### config.mk
export PLATFORM = sky130hd
export DESIGN_NAME = top
export DESIGN_NICKNAME = d
export VERILOG_FILES = /design/src/rtl/cust_pkg.sv /design/src/rtl/cust_fifo.sv /design/src/rtl/top.sv
export SDC_FILE = /design/constraint.sdc
export NUM_CORES = 1
export LEC_CHECK = 0
export CELL_PAD_IN_SITES_DETAIL_PLACEMENT = 0
export CELL_PAD_IN_SITES_GLOBAL_PLACEMENT = 1
export CORE_UTILIZATION = 45
export CTS_CLUSTER_SIZE = 12
export DETAILED_ROUTE_END_ITERATION = 8
export DONT_BUFFER_PORTS = 1
export PLACE_DENSITY_LB_ADDON = 0.2
export SETUP_SLACK_MARGIN = 0.02
export SYNTH_ARGS = -nofsm -noshare
export SYNTH_HDL_FRONTEND = slang
export SYNTH_SLANG_ARGS = --single-unit
### constraint.sdc
create_clock -name clk -period 2.58 [get_ports clk]
set_input_delay 0.258 -clock clk [delete_from_list [all_inputs] [get_ports clk]]
set_output_delay 0.258 -clock clk [all_outputs]
set_load 0.01 [all_outputs]
### src/rtl/cust_pkg.sv
// cust_pkg: default sizing and the {num,time} queue-entry layout shared by the service queue.
package cust_pkg;
    localparam int DT_SZ_D = 4;
    localparam int DEPTH_D = 3;
    localparam int PTR_W_D = 2;
    localparam int CNTER_D = 3;
    // Field slots, in units of DT_SZ, inside an entry {num,time}
    localparam int NUM_FLD = 1;
    localparam int TIME_FLD = 0;
endpackage

### src/rtl/cust_fifo.sv
// cust_fifo: circular waiting queue with a flattened head-first debug view.
module cust_fifo import cust_pkg::*; #(
    parameter int W = 2 * DT_SZ_D,
    parameter int DEPTH = DEPTH_D,
    parameter int PTR_W = PTR_W_D
) (
    input  logic                 clk,
    input  logic                 rst,
    input  logic                 push,
    input  logic                 pop,
    input  logic [W-1:0]         din,
    output logic                 full,
    output logic [PTR_W-1:0]     count,
    output logic [W-1:0]         head,
    output logic [DEPTH*W-1:0]   dbg
);
    logic [W-1:0] mem [DEPTH];
    logic [PTR_W-1:0] rd, wr;
    logic do_push, do_pop;

    function automatic logic [PTR_W-1:0] nxt(input logic [PTR_W-1:0] p);
        return p == PTR_W'(DEPTH - 1) ? '0 : p + 1'b1;
    endfunction

    assign full = count == PTR_W'(DEPTH);
    assign do_pop = pop && count != '0;
    // A pop frees the slot the push lands in, so a full queue still accepts it
    assign do_push = push && (!full || do_pop);
    assign head = mem[rd];

    always_ff @(posedge clk) begin
        if (rst) begin
            rd <= '0;
            wr <= '0;
            count <= '0;
        end else begin
            if (do_push) begin
                mem[wr] <= din;
                wr <= nxt(wr);
            end
            if (do_pop) rd <= nxt(rd);
            count <= count + PTR_W'(do_push) - PTR_W'(do_pop);
        end
    end

    always_comb begin
        dbg = '0;
        for (int j = 0; j < DEPTH; j++)
            dbg[j*W +: W] = j < int'(count) ? mem[(int'(rd) + j) % DEPTH] : '0;
    end
endmodule

### src/rtl/top.sv
// top: multi-counter service desk; arrivals go straight to the lowest free counter or wait in a FIFO.
module top import cust_pkg::*; #(
    parameter int DT_SZ = DT_SZ_D,
    parameter int DEPTH = DEPTH_D,
    parameter int PTR_W = PTR_W_D,
    parameter int CNTER = CNTER_D
) (
    input  logic                       clk,
    input  logic                       rst_n,
    input  logic                       in_valid,
    input  logic [DT_SZ-1:0]           in_num,
    input  logic [DT_SZ-1:0]           in_time,
    output logic [CNTER*DT_SZ-1:0]     num_bus,
    output logic [CNTER*DT_SZ-1:0]     clk_bus,
    output logic [DEPTH*2*DT_SZ-1:0]   qdbg
);
    localparam int SW = CNTER > 1 ? $clog2(CNTER) : 1;
    localparam int EW = 2 * DT_SZ;

    logic [DT_SZ-1:0] num_r [CNTER];
    logic [DT_SZ-1:0] tm_r [CNTER];
    logic [SW-1:0] sel;
    logic any_free, arrive, empty, direct, pop, push, full;
    logic [PTR_W-1:0] count;
    logic [EW-1:0] head, ld;

    cust_fifo #(.W(EW), .DEPTH(DEPTH), .PTR_W(PTR_W)) u_fifo (
        .clk(clk), .rst(rst_n), .push(push), .pop(pop), .din({in_num, in_time}),
        .full(full), .count(count), .head(head), .dbg(qdbg)
    );

    // Lowest-index counter whose time already reads 0 this cycle
    always_comb begin
        sel = '0;
        any_free = 1'b0;
        for (int i = CNTER - 1; i >= 0; i--)
            if (tm_r[i] == '0) begin
                sel = SW'(i);
                any_free = 1'b1;
            end
    end

    assign arrive = in_valid && in_time != '0;
    assign empty = count == '0;
    assign pop = !empty && any_free;
    assign direct = arrive && empty && any_free;
    assign push = arrive && !direct && (!full || pop);
    assign ld = pop ? head : {in_num, in_time};

    always_ff @(posedge clk) begin
        for (int i = 0; i < CNTER; i++)
            if (rst_n) begin
                num_r[i] <= '0;
                tm_r[i] <= '0;
            end else if ((pop || direct) && sel == SW'(i)) begin
                num_r[i] <= ld[NUM_FLD*DT_SZ +: DT_SZ];
                tm_r[i] <= ld[TIME_FLD*DT_SZ +: DT_SZ];
            end else if (tm_r[i] != '0) begin
                tm_r[i] <= tm_r[i] - 1'b1;
                if (tm_r[i] == DT_SZ'(1)) num_r[i] <= '0;
            end
    end

    for (genvar k = 0; k < CNTER; k++) begin : g_out
        assign num_bus[k*DT_SZ +: DT_SZ] = num_r[k];
        assign clk_bus[k*DT_SZ +: DT_SZ] = tm_r[k];
    end
endmodule

==> impl_results.html <==
<table>
<tr><th>Metric</th><th>Value</th></tr>
<tr><th colspan="2">Placement</th></tr>
<tr><td>Place WS</td><td>0.131 ns</td></tr>
<tr><td>Inst Count DP</td><td>419</td></tr>
<tr><td>Weighted congestion at the end of routability-driven global placement</td><td>0.777</td></tr>
<tr><td>Count of buffers inserted at the top-level ports</td><td>0</td></tr>
<tr><td>Detailed-placement wirelength estimate</td><td>5670 um</td></tr>
<tr><td>Area after DPL</td><td>0.00352 mm2</td></tr>
<tr><th colspan="2">Timing</th></tr>
<tr><td>Transition time at the pin with the least slew margin</td><td>between 0.6 and 0.7 ns</td></tr>
<tr><td>Total count of hold-check failures in the final report</td><td>0</td></tr>
<tr><td>Hold slack final</td><td>roughly 0.026 ns</td></tr>
<tr><td>Final sum of negative setup slack</td><td>0 ns</td></tr>
<tr><td>Max-slew headroom at the worst pin</td><td>0.573</td></tr>
<tr><td>Unrepaired setup endpoints after global routing</td><td>no</td></tr>
<tr><td>Final critical-path share of the clock period</td><td>0.928</td></tr>
<tr><td>Max Freq</td><td>418 MHz</td></tr>
<tr><td>Smallest setup slack after layout</td><td>0.185 ns</td></tr>
<tr><td>Slew Limit Fails</td><td>0</td></tr>
<tr><td>Post-route clock skew</td><td>0.0105 ns</td></tr>
<tr><td>Final count of negative-setup-slack endpoints</td><td>0</td></tr>
<tr><td>Final critical path time including I/O delays and setup</td><td>roughly 2.4 ns</td></tr>
<tr><th colspan="2">Layout</th></tr>
<tr><td>Post-layout instance count excluding filler cells</td><td>430</td></tr>
<tr><td>Proportion of layout cells with a drive suffix above 1</td><td>0.138</td></tr>
<tr><td>Area overhead of the layout relative to synthesis</td><td>11.6%</td></tr>
<tr><td>Filler instances</td><td>approximately 660</td></tr>
<tr><td>Ant diodes</td><td>0</td></tr>
<tr><td>Final design instance area without fill</td><td>0.00367 mm2</td></tr>
<tr><td>Final layout net count</td><td>357</td></tr>
<tr><th colspan="2">Worst setup path</th></tr>
<tr><td>Data required time of the worst path</td><td>2.62 ns</td></tr>
<tr><td>Cells along the critical path</td><td>inv_1 -&gt; ha_2 -&gt; or3b_1 -&gt; a31oi_4 -&gt; buf_4 -&gt; mux2i_1 -&gt; o32ai_1</td></tr>
<tr><td>Critical path class</td><td>reg -&gt; reg</td></tr>
<tr><td>Nature of the critical path endpoint</td><td>flip-flop</td></tr>
<tr><td>Arrival time at the worst endpoint</td><td>2.43 ns</td></tr>
<tr><td>Slowest cell on crit path</td><td>sky130_fd_sc_hd__or3b_1</td></tr>
<tr><td>Setup slack, reg-to-reg</td><td>0.19 ns</td></tr>
<tr><td>Startpoint class of the critical path</td><td>flip-flop</td></tr>
<tr><td>Crit path largest cell delay</td><td>0.42 ns</td></tr>
<tr><td>Top fanout value on the critical path</td><td>7</td></tr>
<tr><th colspan="2">Synthesis</th></tr>
<tr><td>Mapped Nets</td><td>337</td></tr>
<tr><td>Count of yosys warnings during synthesis</td><td>0</td></tr>
<tr><td>Post-synthesis instance total</td><td>313</td></tr>
<tr><td>Fraction of the mapped netlist area in compound gates</td><td>0.120</td></tr>
<tr><td>Most numerous cell types in the synthesized netlist</td><td>48 x sky130_fd_sc_hd__edfxtp_1, 45 x sky130_fd_sc_hd__mux2i_1, 45 x sky130_fd_sc_hd__nor2_1, 25 x sky130_fd_sc_hd__nand2_1, 19 x sky130_fd_sc_hd__o21ai_0</td></tr>
<tr><td>Most used flip-flop cell after synthesis</td><td>sky130_fd_sc_hd__edfxtp_1</td></tr>
<tr><td>Number of synthesized flops with an enable pin</td><td>48</td></tr>
<tr><td>Register bit total from synthesis</td><td>56</td></tr>
<tr><td>Dominant combinational cell family by area after synthesis</td><td>simple AND/OR/NAND/NOR gates</td></tr>
<tr><td>Count of distinct cell types in the synthesized netlist</td><td>42</td></tr>
<tr><td>Area fraction in and, or, nand and nor cells after synthesis</td><td>0.150</td></tr>
<tr><td>Top cell type by total area after synthesis</td><td>sky130_fd_sc_hd__edfxtp_1</td></tr>
<tr><td>Post-synthesis async set-or-reset flop share</td><td>0</td></tr>
<tr><td>Xor/xnor share of the synthesized area</td><td>0.0133</td></tr>
<tr><td>Avg Cell Area, Syn</td><td>10.5 um2</td></tr>
<tr><td>Share of the synthesized area in the top cell type</td><td>0.439</td></tr>
<tr><td>Sequential fraction of the synthesis area</td><td>0.487</td></tr>
<tr><td>Synthesized-area fraction occupied by adder cells</td><td>0.0495</td></tr>
<tr><td>Cell with the most instances after synthesis</td><td>sky130_fd_sc_hd__edfxtp_1</td></tr>
<tr><td>Netlist Area Pre-Place</td><td>0.00329 mm2</td></tr>
<tr><td>Most area-consuming cells after synthesis</td><td>sky130_fd_sc_hd__edfxtp_1 44%, sky130_fd_sc_hd__mux2i_1 14%, sky130_fd_sc_hd__nor2_1 5.1%</td></tr>
<tr><td>Multiplexer share of the synthesized area</td><td>0.137</td></tr>
<tr><th colspan="2">Global routing</th></tr>
<tr><td>Most used routing layer</td><td>met2</td></tr>
<tr><td>Maximum number of pins on one net before global-route repair</td><td>25</td></tr>
<tr><td>Antenna violations before repair</td><td>0</td></tr>
<tr><td>Wire length of the first global-routing pass</td><td>between 10000 and 15000 um</td></tr>
<tr><td>Met3 capacity usage during global routing</td><td>0.0408</td></tr>
<tr><td>Met2 track demand over resource in global routing</td><td>0.339</td></tr>
<tr><td>Leftover overflow at the end of global routing</td><td>0</td></tr>
<tr><td>Vias in the first global route</td><td>2180</td></tr>
<tr><td>Met1 Resource Use GR</td><td>0.272</td></tr>
<tr><td>Gr usage total</td><td>0.202</td></tr>
<tr><th colspan="2">Clock tree</th></tr>
<tr><td>Insertion delay to the later sink of the worst-skew pair</td><td>roughly 0.3 ns</td></tr>
<tr><td>Clock-pin slew reported for the worst setup and hold paths after clock tree synthesis</td><td>0.10 ns</td></tr>
<tr><td>Number of clock sinks</td><td>56</td></tr>
<tr><td>Clock buffer count from CTS</td><td>5</td></tr>
<tr><td>Buffer levels on the longest clock path</td><td>2</td></tr>
<tr><td>TritonCTS clock tree</td><td>built</td></tr>
<tr><td>Number of levels the H-tree was split into</td><td>2</td></tr>
<tr><td>Buffer cell driving the clock tree root</td><td>sky130_fd_sc_hd__clkbuf_8</td></tr>
<tr><th colspan="2">Die</th></tr>
<tr><td>Cell row count</td><td>30</td></tr>
<tr><td>Die area</td><td>0.00765 mm2</td></tr>
<tr><td>Horizontal extent of the die</td><td>roughly 87 um</td></tr>
<tr><td>Floorplan core area</td><td>0.00691 mm2</td></tr>
<tr><td>Top Ports</td><td>59</td></tr>
<tr><td>Die boundary height</td><td>87.5 um</td></tr>
<tr><td>Initial Util</td><td>0.476</td></tr>
<tr><th colspan="2">Drt</th></tr>
<tr><td>Number of vias per cell after detailed routing</td><td>5.35</td></tr>
<tr><td>Length of the first detailed-routing pass in iterations</td><td>6</td></tr>
<tr><td>Routed length per placed instance</td><td>between 15 and 20 um</td></tr>
<tr><td>Vias after detailed routing</td><td>between 2k and 2.5k</td></tr>
<tr><td>Routed wire length</td><td>7310 um</td></tr>
<tr><td>Antenna Violating Nets Remaining</td><td>0</td></tr>
<tr><td>Count of unresolved DRC violations after routing</td><td>0</td></tr>
<tr><td>Starting DRT DRC Count</td><td>68</td></tr>
<tr><th colspan="2">Run status</th></tr>
<tr><td>Result of the run</td><td>finished clean</td></tr>
<tr><th colspan="2">Worst hold path</th></tr>
<tr><td>Hold crit path type</td><td>in -&gt; reg</td></tr>
<tr><th colspan="2">Power</th></tr>
<tr><td>Max rail drop VDD</td><td>0.628 mV</td></tr>
<tr><td>Power per cell area</td><td>1130 mW/mm2</td></tr>
<tr><td>Leakage Power</td><td>1.33 nW</td></tr>
<tr><th colspan="2">Run</th></tr>
<tr><td>Max-capacitance violation count</td><td>0</td></tr>
</table>
per-stage QoR:
stage | total power [mW] | util
after detailed placement | 3.55 | 0.510
after global placement | 3.52 | 0.510
after global routing | 4.43 | 0.531
after floorplan | 3.00 | -
after CTS | 4.12 | 0.526
final | 4.13 | 0.531
registers in the layout, summed over array words and instances, names as in the netlist, named ones only:
| name | flops |
|---|---|
| tm_r | 12 |
| u_fifo.mem | 24 |
| u_fifo.count | 2 |
| num_r | 12 |
| u_fifo.rd | 2 |
| u_fifo.wr | 2 |
metal layers:
layer	up-vias	share of wire
li1	1174	-
met1	1072	0.48
met2	49	0.47
met3	4	0.045
met4	0	0.0064
met5	-	0
where the power goes:
part | switching (mW) | internal, mW | leakage (nW)
Clock | 0.272 | 0.294 | 0.0558
Sequential | 0.196 | 1.28 | 0.548
Combinational | 1.19 | 0.890 | 0.724
area by class of cell:
cell class                      count  area, um2  area share
Inverter                           14       52.6      0.0143
Clock inverter                      2       38.8      0.0106
Sequential cell                    56       1600       0.437
Timing Repair Buffer               30        228      0.0621
Clock buffer                        6       72.6      0.0198
Multi-Input combinational cell    226       1550       0.424
Tap cell                           96        120      0.0328
cells by family after synthesis:
| logic type | after synthesis |
|---|---|
| DFF | 56 |
| and+or+nand+nor | 104 |
| adders and majority gates | 13 |
| muxes | 45 |
| xor gates and xnor gates | 5 |
| AOI/OAI and AO/OA | 59 |
| buffers and inverters | 31 |
critical path, delay by kind of cell (launching register included):
| family | cells | cell delay [ns] |
|---|---|---|
| adders and majority gates | 1 | 0.24 |
| muxes | 1 | 0.40 |
| and+or+nand+nor | 1 | 0.42 |
| buffers and inverters | 2 | 0.25 |
| AOI/OAI and AO/OA | 2 | 0.42 |
| DFF | 1 | 0.40 |
cells in the final DEF, fill, tap and decap left out, types with 3 or more instances in the layout:
master | Yosys | layout
sky130_fd_sc_hd__a211oi_1 | 8 | 8
sky130_fd_sc_hd__a21oi_1 | 13 | 13
sky130_fd_sc_hd__and2_1 | 8 | 8
sky130_fd_sc_hd__buf_4 | 0 | 29
sky130_fd_sc_hd__clkbuf_8 | 0 | 5
sky130_fd_sc_hd__dfxtp_1 | 8 | 8
sky130_fd_sc_hd__edfxtp_1 | 48 | 48
sky130_fd_sc_hd__ha_1 | 13 | 11
sky130_fd_sc_hd__inv_1 | 12 | 12
sky130_fd_sc_hd__mux2i_1 | 45 | 45
sky130_fd_sc_hd__nand2_1 | 25 | 25
sky130_fd_sc_hd__nand3_1 | 4 | 4
sky130_fd_sc_hd__nor2_1 | 45 | 45
sky130_fd_sc_hd__nor3_1 | 3 | 3
sky130_fd_sc_hd__o21ai_0 | 19 | 19
sky130_fd_sc_hd__o22ai_1 | 5 | 5
sky130_fd_sc_hd__o32ai_1 | 5 | 5
sky130_fd_sc_hd__or3_1 | 4 | 4
sky130_fd_sc_hd__or3b_1 | 3 | 3
sky130_fd_sc_hd__xnor2_1 | 4 | 4
final timing paths:
path                     start         endpoint  cells after the start
setup / recovery    tm_r[0][1]       tm_r[2][0]                      7
hold / removal           rst_n  u_fifo.count[1]                      1
setup reg to reg    tm_r[0][1]       tm_r[2][0]                      7
hold reg to reg   u_fifo.wr[1]     u_fifo.wr[1]                      2
what timing repair did:
action,CTS,global route
hold buffers,0,1
endpoints found under the setup margin,0,29
resized for setup,0,2
hold endpoints to repair,0,1
setup buffers,0,2
Power figures use the tool's default switching activity.
